==> src/rtl/rs_encoder_unit_dispatcher.sv <==
// Round-robin dispatcher feeding whole codeword blocks to a pool of RS encoder units,
// tracking busy units and recording dispatch order for the output side.
module rs_encoder_unit_dispatcher #(
    parameter int NUM_RS_UNITS    = 4,
    parameter int NUM_RS_UNITS_W  = $clog2(NUM_RS_UNITS),
    parameter int LINES_PER_BLOCK = 4
) (
    input  logic                      clk,
    input  logic                      rst,
    input  logic                      src_line_val,
    output logic                      src_line_rdy,
    output logic [NUM_RS_UNITS-1:0]   unit_line_val,
    input  logic [NUM_RS_UNITS-1:0]   unit_line_rdy,
    input  logic                      unit_done_val,
    input  logic [NUM_RS_UNITS_W-1:0] unit_done_id,
    output logic                      ord_val,
    output logic [NUM_RS_UNITS_W-1:0] ord_id,
    input  logic                      ord_rdy,
    output logic [NUM_RS_UNITS-1:0]   units_busy
);

    localparam int CNT_W = $clog2(LINES_PER_BLOCK) + 1;
    localparam int OCC_W = $clog2(NUM_RS_UNITS + 1);
    localparam int MEM_DEPTH = 2 ** NUM_RS_UNITS_W;
    localparam logic [CNT_W-1:0]          LAST_LINE = CNT_W'(LINES_PER_BLOCK - 1);
    localparam logic [NUM_RS_UNITS_W-1:0] LAST_UNIT = NUM_RS_UNITS_W'(NUM_RS_UNITS - 1);
    localparam logic [OCC_W-1:0]          DEPTH     = OCC_W'(NUM_RS_UNITS);

    typedef enum logic {
        FIND,
        STREAM
    } state_t;

    state_t                    state, state_next;
    logic [NUM_RS_UNITS_W-1:0] rr_ptr, rr_ptr_next;
    logic [NUM_RS_UNITS_W-1:0] sel, sel_next;
    logic [CNT_W-1:0]          line_cnt, line_cnt_next;
    logic [NUM_RS_UNITS-1:0]   busy, busy_next;
    logic [NUM_RS_UNITS-1:0]   rr_mask, sel_mask, set_mask, clear_mask;
    logic                      sel_rdy;
    logic                      push, pop;

    logic [NUM_RS_UNITS_W-1:0] fifo_mem [MEM_DEPTH];
    logic [NUM_RS_UNITS_W-1:0] wr_ptr, rd_ptr;
    logic [OCC_W-1:0]          occ;

    function automatic logic [NUM_RS_UNITS_W-1:0] next_idx(input logic [NUM_RS_UNITS_W-1:0] idx);
        return (idx == LAST_UNIT) ? '0 : idx + 1'b1;
    endfunction

    // Masks avoid direct bit-selects so a widened id port stays well-formed.
    assign rr_mask  = NUM_RS_UNITS'(1) << rr_ptr;
    assign sel_mask = NUM_RS_UNITS'(1) << sel;
    assign sel_rdy  = |(unit_line_rdy & sel_mask);

    always_comb begin
        clear_mask = '0;
        if (unit_done_val && (int'(unit_done_id) < NUM_RS_UNITS)) begin
            clear_mask = (NUM_RS_UNITS'(1) << unit_done_id) & busy;
        end
    end

    always_comb begin
        state_next    = state;
        rr_ptr_next   = rr_ptr;
        sel_next      = sel;
        line_cnt_next = line_cnt;
        set_mask      = '0;
        push          = 1'b0;
        unit_line_val = '0;
        src_line_rdy  = 1'b0;
        case (state)
            FIND: begin
                // Strict rotation: wait on rr_ptr even if other units are free.
                if ((busy & rr_mask) == '0) begin
                    sel_next      = rr_ptr;
                    set_mask      = rr_mask;
                    line_cnt_next = '0;
                    state_next    = STREAM;
                end
            end
            STREAM: begin
                unit_line_val = sel_mask & {NUM_RS_UNITS{src_line_val}};
                src_line_rdy  = sel_rdy;
                if (src_line_val && sel_rdy) begin
                    if (line_cnt == LAST_LINE) begin
                        push        = 1'b1;
                        rr_ptr_next = next_idx(rr_ptr);
                        state_next  = FIND;
                    end else begin
                        line_cnt_next = line_cnt + 1'b1;
                    end
                end
            end
            default: state_next = FIND;
        endcase
        busy_next = (busy & ~clear_mask) | set_mask;
    end

    assign pop        = ord_val && ord_rdy;
    assign ord_val    = (occ != '0);
    assign ord_id     = ord_val ? fifo_mem[rd_ptr] : '0;
    assign units_busy = busy;

    always_ff @(posedge clk) begin
        if (rst) begin
            state    <= FIND;
            rr_ptr   <= '0;
            sel      <= '0;
            line_cnt <= '0;
            busy     <= '0;
            wr_ptr   <= '0;
            rd_ptr   <= '0;
            occ      <= '0;
        end else begin
            state    <= state_next;
            rr_ptr   <= rr_ptr_next;
            sel      <= sel_next;
            line_cnt <= line_cnt_next;
            busy     <= busy_next;
            if (push) begin
                wr_ptr <= next_idx(wr_ptr);
            end
            if (pop) begin
                rd_ptr <= next_idx(rd_ptr);
            end
            if (push && !pop) begin
                occ <= occ + 1'b1;
            end else if (pop && !push) begin
                occ <= occ - 1'b1;
            end
        end
    end

    always_ff @(posedge clk) begin
        if (push) begin
            fifo_mem[wr_ptr] <= sel;
        end
    end

    order_fifo_no_overflow : assert property (@(posedge clk) disable iff (rst)
        !(push && !pop && (occ == DEPTH)));

endmodule

==> config.mk <==
export PLATFORM = sky130hd
export DESIGN_NAME = rs_encoder_unit_dispatcher
export DESIGN_NICKNAME = d
export VERILOG_FILES = /design/src/rtl/rs_encoder_unit_dispatcher.sv
export SDC_FILE = /design/constraint.sdc
export NUM_CORES = 1
export LEC_CHECK = 0
export CORE_ASPECT_RATIO = 0.75
export CORE_UTILIZATION = 56
export CTS_CLUSTER_DIAMETER = 30
export DETAILED_ROUTE_END_ITERATION = 12
export PLACE_DENSITY = 0.85
export SLEW_MARGIN = 20
export SYNTH_ARGS = -nofsm -noshare
export SYNTH_HDL_FRONTEND = slang
export SYNTH_SLANG_ARGS = --single-unit
==> constraint.sdc <==
create_clock -name clk -period 4.65 [get_ports clk]
set_input_delay 0.93 -clock clk [delete_from_list [all_inputs] [get_ports clk]]
set_output_delay 0.93 -clock clk [all_outputs]
set_load 0.05 [all_outputs]
# After elaboration in Yosys (flattened, before gate mapping)
# Memories as Yosys holds them, arrays and structs flattened. A register that Yosys moved wholly into a read port is not among the register bits.
# Index checks and enable logic that the tools add are counted.
# Widths: inputs -> output; s select.
totals:
  memories: 1
  mem_bits_rw: 8
  reg_bits: 19
  elab_cells: 72
  latch_bits: 0
  mem_bits_ro: 0
  input_bits: 11
  out_inout_bits: 12
classes:
  magnitude_cmp: 0
  reduce_logical: 13
  bitwise: 8
  mux: 26
  add_sub_neg: 6
  div_mod_pow: 0
  n_shift: 3
  n_eq_ne: 7
  n_mul: 0
memory_table:
  columns: ["memory", "words", "word_bits", "read_ports", "rd_clocked_by_memory_dff", "write_ports", "line", "source"]
  rows:
  - ["fifo_mem", 4, 2, 1, 1, 1, "43", "logic [NUM_RS_UNITS_W-1:0] fifo_mem [MEM_DEPTH];"]
op_table:
  columns: ["cell", "n"]
  rows:
  - ["$and 4x4->4", 5]
  - ["$mux 4", 4]
  - ["$mux 3", 5]
  - ["$mux 2", 6]
  - ["$shl 1x2->4 const A", 3]
  - ["$mux 1", 9]
  - ["$add 2x1->2 const B", 3]
  - ["$add 3x1->3 const B", 2]
  - ["$eq 2x2->1 const B", 3]
  - ["$pmux 3 s2", 1]
  - ["$reduce_and 3->1", 2]
  - ["$logic_and 1x1->1", 4]
  - ["$logic_not 4->1", 1]
  - ["$ne 2x2->1 const B", 2]
  - ["$not 4->4", 1]
  - ["$or 4x4->4", 1]
  - ["$reduce_or 4->1", 1]
  - ["$eq 3x2->1 const B", 1]
  - ["$reduce_bool 3->1", 1]
  - ["$sub 3x1->3 const B", 1]
  - ["$logic_not 1->1", 2]
  - ["$ne 2x1->1 const B", 1]
  - ["$pmux 1 s2", 1]
  - ["$reduce_and 2->1", 1]
  - ["other kinds (2)", 2]

# Logic depth before layout (Yosys ltp)
depth:
  depth_word: 10
  depth_mapped: 10
  ltp_nobuf: 10

# Worst setup path after synthesis
# OpenSTA, ideal clock, no wires.
synth_path:
  path_type: "input-to-output"
  startpoint: "input src_line_val"
  endpoint: "output unit_line_val[0]"
  path_stages: 2
  path_slack_ns: 1.680
  n_path_buf: 0
  arrival_ns: 2.040
  t_required_ns: 3.720
  path_cell_list: "nand2_1 > nor3_1"
synth_between:
  elab_chain_cells: 2
synth_rtl:
  columns: ["element", "line", "source"]
  rows:
  - ["start, declared", "10", "input logic src_line_val,"]
  - ["$and 4x4->4", "83", "unit_line_val = sel_mask & {NUM_RS_UNITS{src_line_val}};"]
  - ["$mux 4", "72", "case (state)"]
  - ["end, declared", "12", "output logic [NUM_RS_UNITS-1:0] unit_line_val,"]
# Every way passes these cells.

# Final worst setup path
layout_path:
  startpoint: "input unit_line_rdy[3]"
  endpoint: "output src_line_rdy"
layout_between:
  elab_chain_cells: 3
layout_rtl:
  columns: ["element", "line", "source"]
  rows:
  - ["start, declared", "13", "input logic [NUM_RS_UNITS-1:0] unit_line_rdy,"]
  - ["$and 4x4->4", "54", "assign sel_rdy = |(unit_line_rdy & sel_mask);"]
  - ["$reduce_or 4->1", "54", null]
  - ["$mux 1", "72", null]
  - ["end, declared", "11", "output logic src_line_rdy,"]
# Every way passes these cells.

==> flow_metrics.tcl <==
set metrics [dict create \
    status "finished clean" \
    cts_made_buffers 5 \
    maxSlewHeadroom 0.2980 \
    start_kind "input pin" \
    viasPerCell 5.640 \
    syn_avg_cell_area_sq_um 10.53 \
    place.gp.congestion 0.7431 \
    crit_fanout 17 \
    synth-async-reset-ratio 0 \
    portBuffers 22 \
    cts_resized 0 \
    synthesis.instances 139 \
    postCtsSetupBuffers 0 \
    synthAdderAreaFrac 0.1162 \
    syn_area_sq_mm 0.001464 \
    diodes 0 \
    vias 1111 \
    ir_drop_v 0.0002270 \
    antenna_found_initial 0 \
    crit_type "input pin to output port" \
    wl_per_cell_um 14.88 \
    drt_iter0_markers 21 \
    ys.flop_type "dfxtp_1" \
    synth_top_family_by_area "simple AND/OR/NAND/NOR gates" \
    grt_pass1_wl_mm 4.781 \
    crit_arrival_ps 2930 \
    layout_common_cells "clkdlybuf4s50_1 (22), dfxtp_1 (21), nand3_1 (13), ha_1 (12), inv_1 (10)" \
    yosys.area.top_type "dfxtp_1" \
    yosysWarnings 0 \
    die_area_sq_mm 0.002825 \
    maxCapViolCount 0 \
    synth_seq_area_share 0.4513 \
    p_total_w 0.0007085 \
    cp.required_ps 3720 \
    routed_wl_mm 2.931 \
    worstHoldPathType "register to register" \
    worst_slew_pin_slew_ps 1053 \
    max_clock_freq_mhz 259.1 \
    h-tree-depth 2 \
    grt_max_degree 25 \
    yosys.area.top_type_share 0.2872 \
    drive_gt1_frac 0.09816 \
    layout_min_cycle_time_ps 3859 \
    p_leak_nw 0.6909 \
    grt.overflow.total 0 \
    die_h_um 46.28 \
    drc_errors 0 \
    nNetsFinal 186 \
    synth-compound-area-share 0.1419 \
    final_max_slew_viol_count 0 \
    setup_viol 0 \
    clkTransAtPathRegs_ps 90 \
    hold_viol_final 0 \
    clock_sinks 29 \
    cp_slowest_cell "clkdlybuf4s50_1" \
    initial_utilization 0.6142 \
    place_hpwl_mm 2.185 \
    synth_edf_count 8 \
    floorplan.rows 15 \
    rsz0062_at_grt "no" \
    layout_commonest_cell "clkdlybuf4s50_1" \
    cts_tree "done" \
    synth.ff_latch_count 29 \
    core_area_sq_mm 0.002384 \
    cpMostUsedCell "clkdlybuf4s50_1" \
    grt_usage 0.2517 \
    synthTopCellsByArea "dfxtp_1 (29%), edfxtp_1 (16%), ha_1 (10%), mux4_2 (4.6%), nand3_1 (4.4%)" \
    clk_latency_ps 330 \
    tns_ps 0 \
    synth_xor_area_frac 0.01197 \
    clockRootBuffer "clkbuf_4" \
    die_x_um 61.04 \
    postCtsHoldBufs 0 \
    powerDensity_mw_per_mm2 403.9 \
    crit_family "buffers and inverters" \
    path_cells "clkdlybuf4s50_1 -> mux4_2 -> and2_1 -> clkdlybuf4s50_1" \
    yosys.area_share.simple 0.1769 \
    fillers 191 \
    syn-num-nets 163 \
    area_growth_syn_to_layout_pct 19.83 \
    clock_skew_ps 2.968 \
    first_global_vias 1071 \
    yosysUniqueCellTypes 32 \
    cp_num_buf_inv 2 \
    fin_crit_sh 0.8299 \
    slowest_delay_ps 690 \
    critPathCaptureType "output port" \
    clk_path_buf_depth 2 \
    synth_mux_area_frac 0.05983 \
    ios 23 \
    detail-route-antenna-nets 0 \
    first_pass_iters 4 \
]
-- cells in the mapped netlist (3+ instances only) --
cell	instances
dfxtp_1	21
nand3_1	13
ha_1	12
inv_1	10
a21oi_1	9
edfxtp_1	8
nor2_1	7
and2_1	5
and3_1	5
clkbuf_1	5
nor3_1	4
a21o_1	3
mux4_2	3
nand2_1	3
o21ai_0	3
o31ai_1	3
o41ai_2	3
or3_1	3
-- sequential cells by signal, indices dropped and copies added, names as in the netlist, named ones only --
register / cells
fifo_mem: 8
line_cnt: 3
occ: 3
rd_ptr: 2
rr_ptr: 2
sel: 2
state: 1
units_busy: 4
wr_ptr: 2
-- tightest hold or removal path, stage by stage, from the launching register on --
cell	delay, ps
dfxtp_1	310
inv_1	70
o41ai_2	80
-- per-layer routing --
layer | GRT usage | part of all wire | vias to the layer above
met4 | 0.1409 | 0.034 | 0
met2 | 0.4130 | 0.50 | 22
li1 | - | - | 551
met1 | 0.2855 | 0.42 | 528
met5 | 0 | 0 | -
met3 | 0.09270 | 0.041 | 10
-- cells by family after synthesis --
kind of cell,count (synthesis)
xor gates and xnor gates,2
buffers and inverters,16
and+or+nand+nor,47
muxes,5
DFF,29
AOI/OAI and AO/OA,27
adders and majority gates,13
-- area by class of cell --
cell class | instances | area (sq um) | area share
Timing Repair Buffer | 22 | 220.2 | 0.1255
Clock inverter | 2 | 10.01 | 0.005706
Multi-Input combinational cell | 94 | 742.0 | 0.4230
Sequential cell | 29 | 660.6 | 0.3766
Tap cell | 34 | 42.54 | 0.02425
Clock buffer | 6 | 41.29 | 0.02354
Inverter | 10 | 37.54 | 0.02140
-- final timing paths --
path,endpoint,start,depth (start not counted),slack (ps)
worst min register to register,line_cnt[2],line_cnt[2],2,500
worst max-delay path,src_line_rdy,unit_line_rdy[3],4,790
worst max register to register,occ[2],line_cnt[0],10,1900
worst min-delay path,line_cnt[2],line_cnt[2],2,500
-- per-stage QoR --
| stage | cells | hold slack (ps) | setup slack [ps] | instance area, sq um | utilization |
|---|---|---|---|---|---|
| floorplan | 139 | 460.3 | 1680 | 1464 | - |
| global placement | 189 | 470.3 | 853.6 | 1703 | 0.7144 |
| detailed placement | 189 | 489.8 | 813.6 | 1703 | 0.7144 |
| CTS | 197 | 502.4 | 806.8 | 1754 | 0.7360 |
| global route | 197 | 526.2 | 750.7 | 1754 | 0.7360 |
| finish | 197 | 500.5 | 791.1 | 1754 | 0.7360 |
-- where the power goes --
group	internal (W)	leakage [nW]	switching (W)
sequential	0.000282	0.244	0.0000254
combinational	0.000103	0.414	0.000153
clock	0.0000574	0.0320	0.0000872
total	0.000443	0.691	0.000265
(Power assumes the default switching activity.)
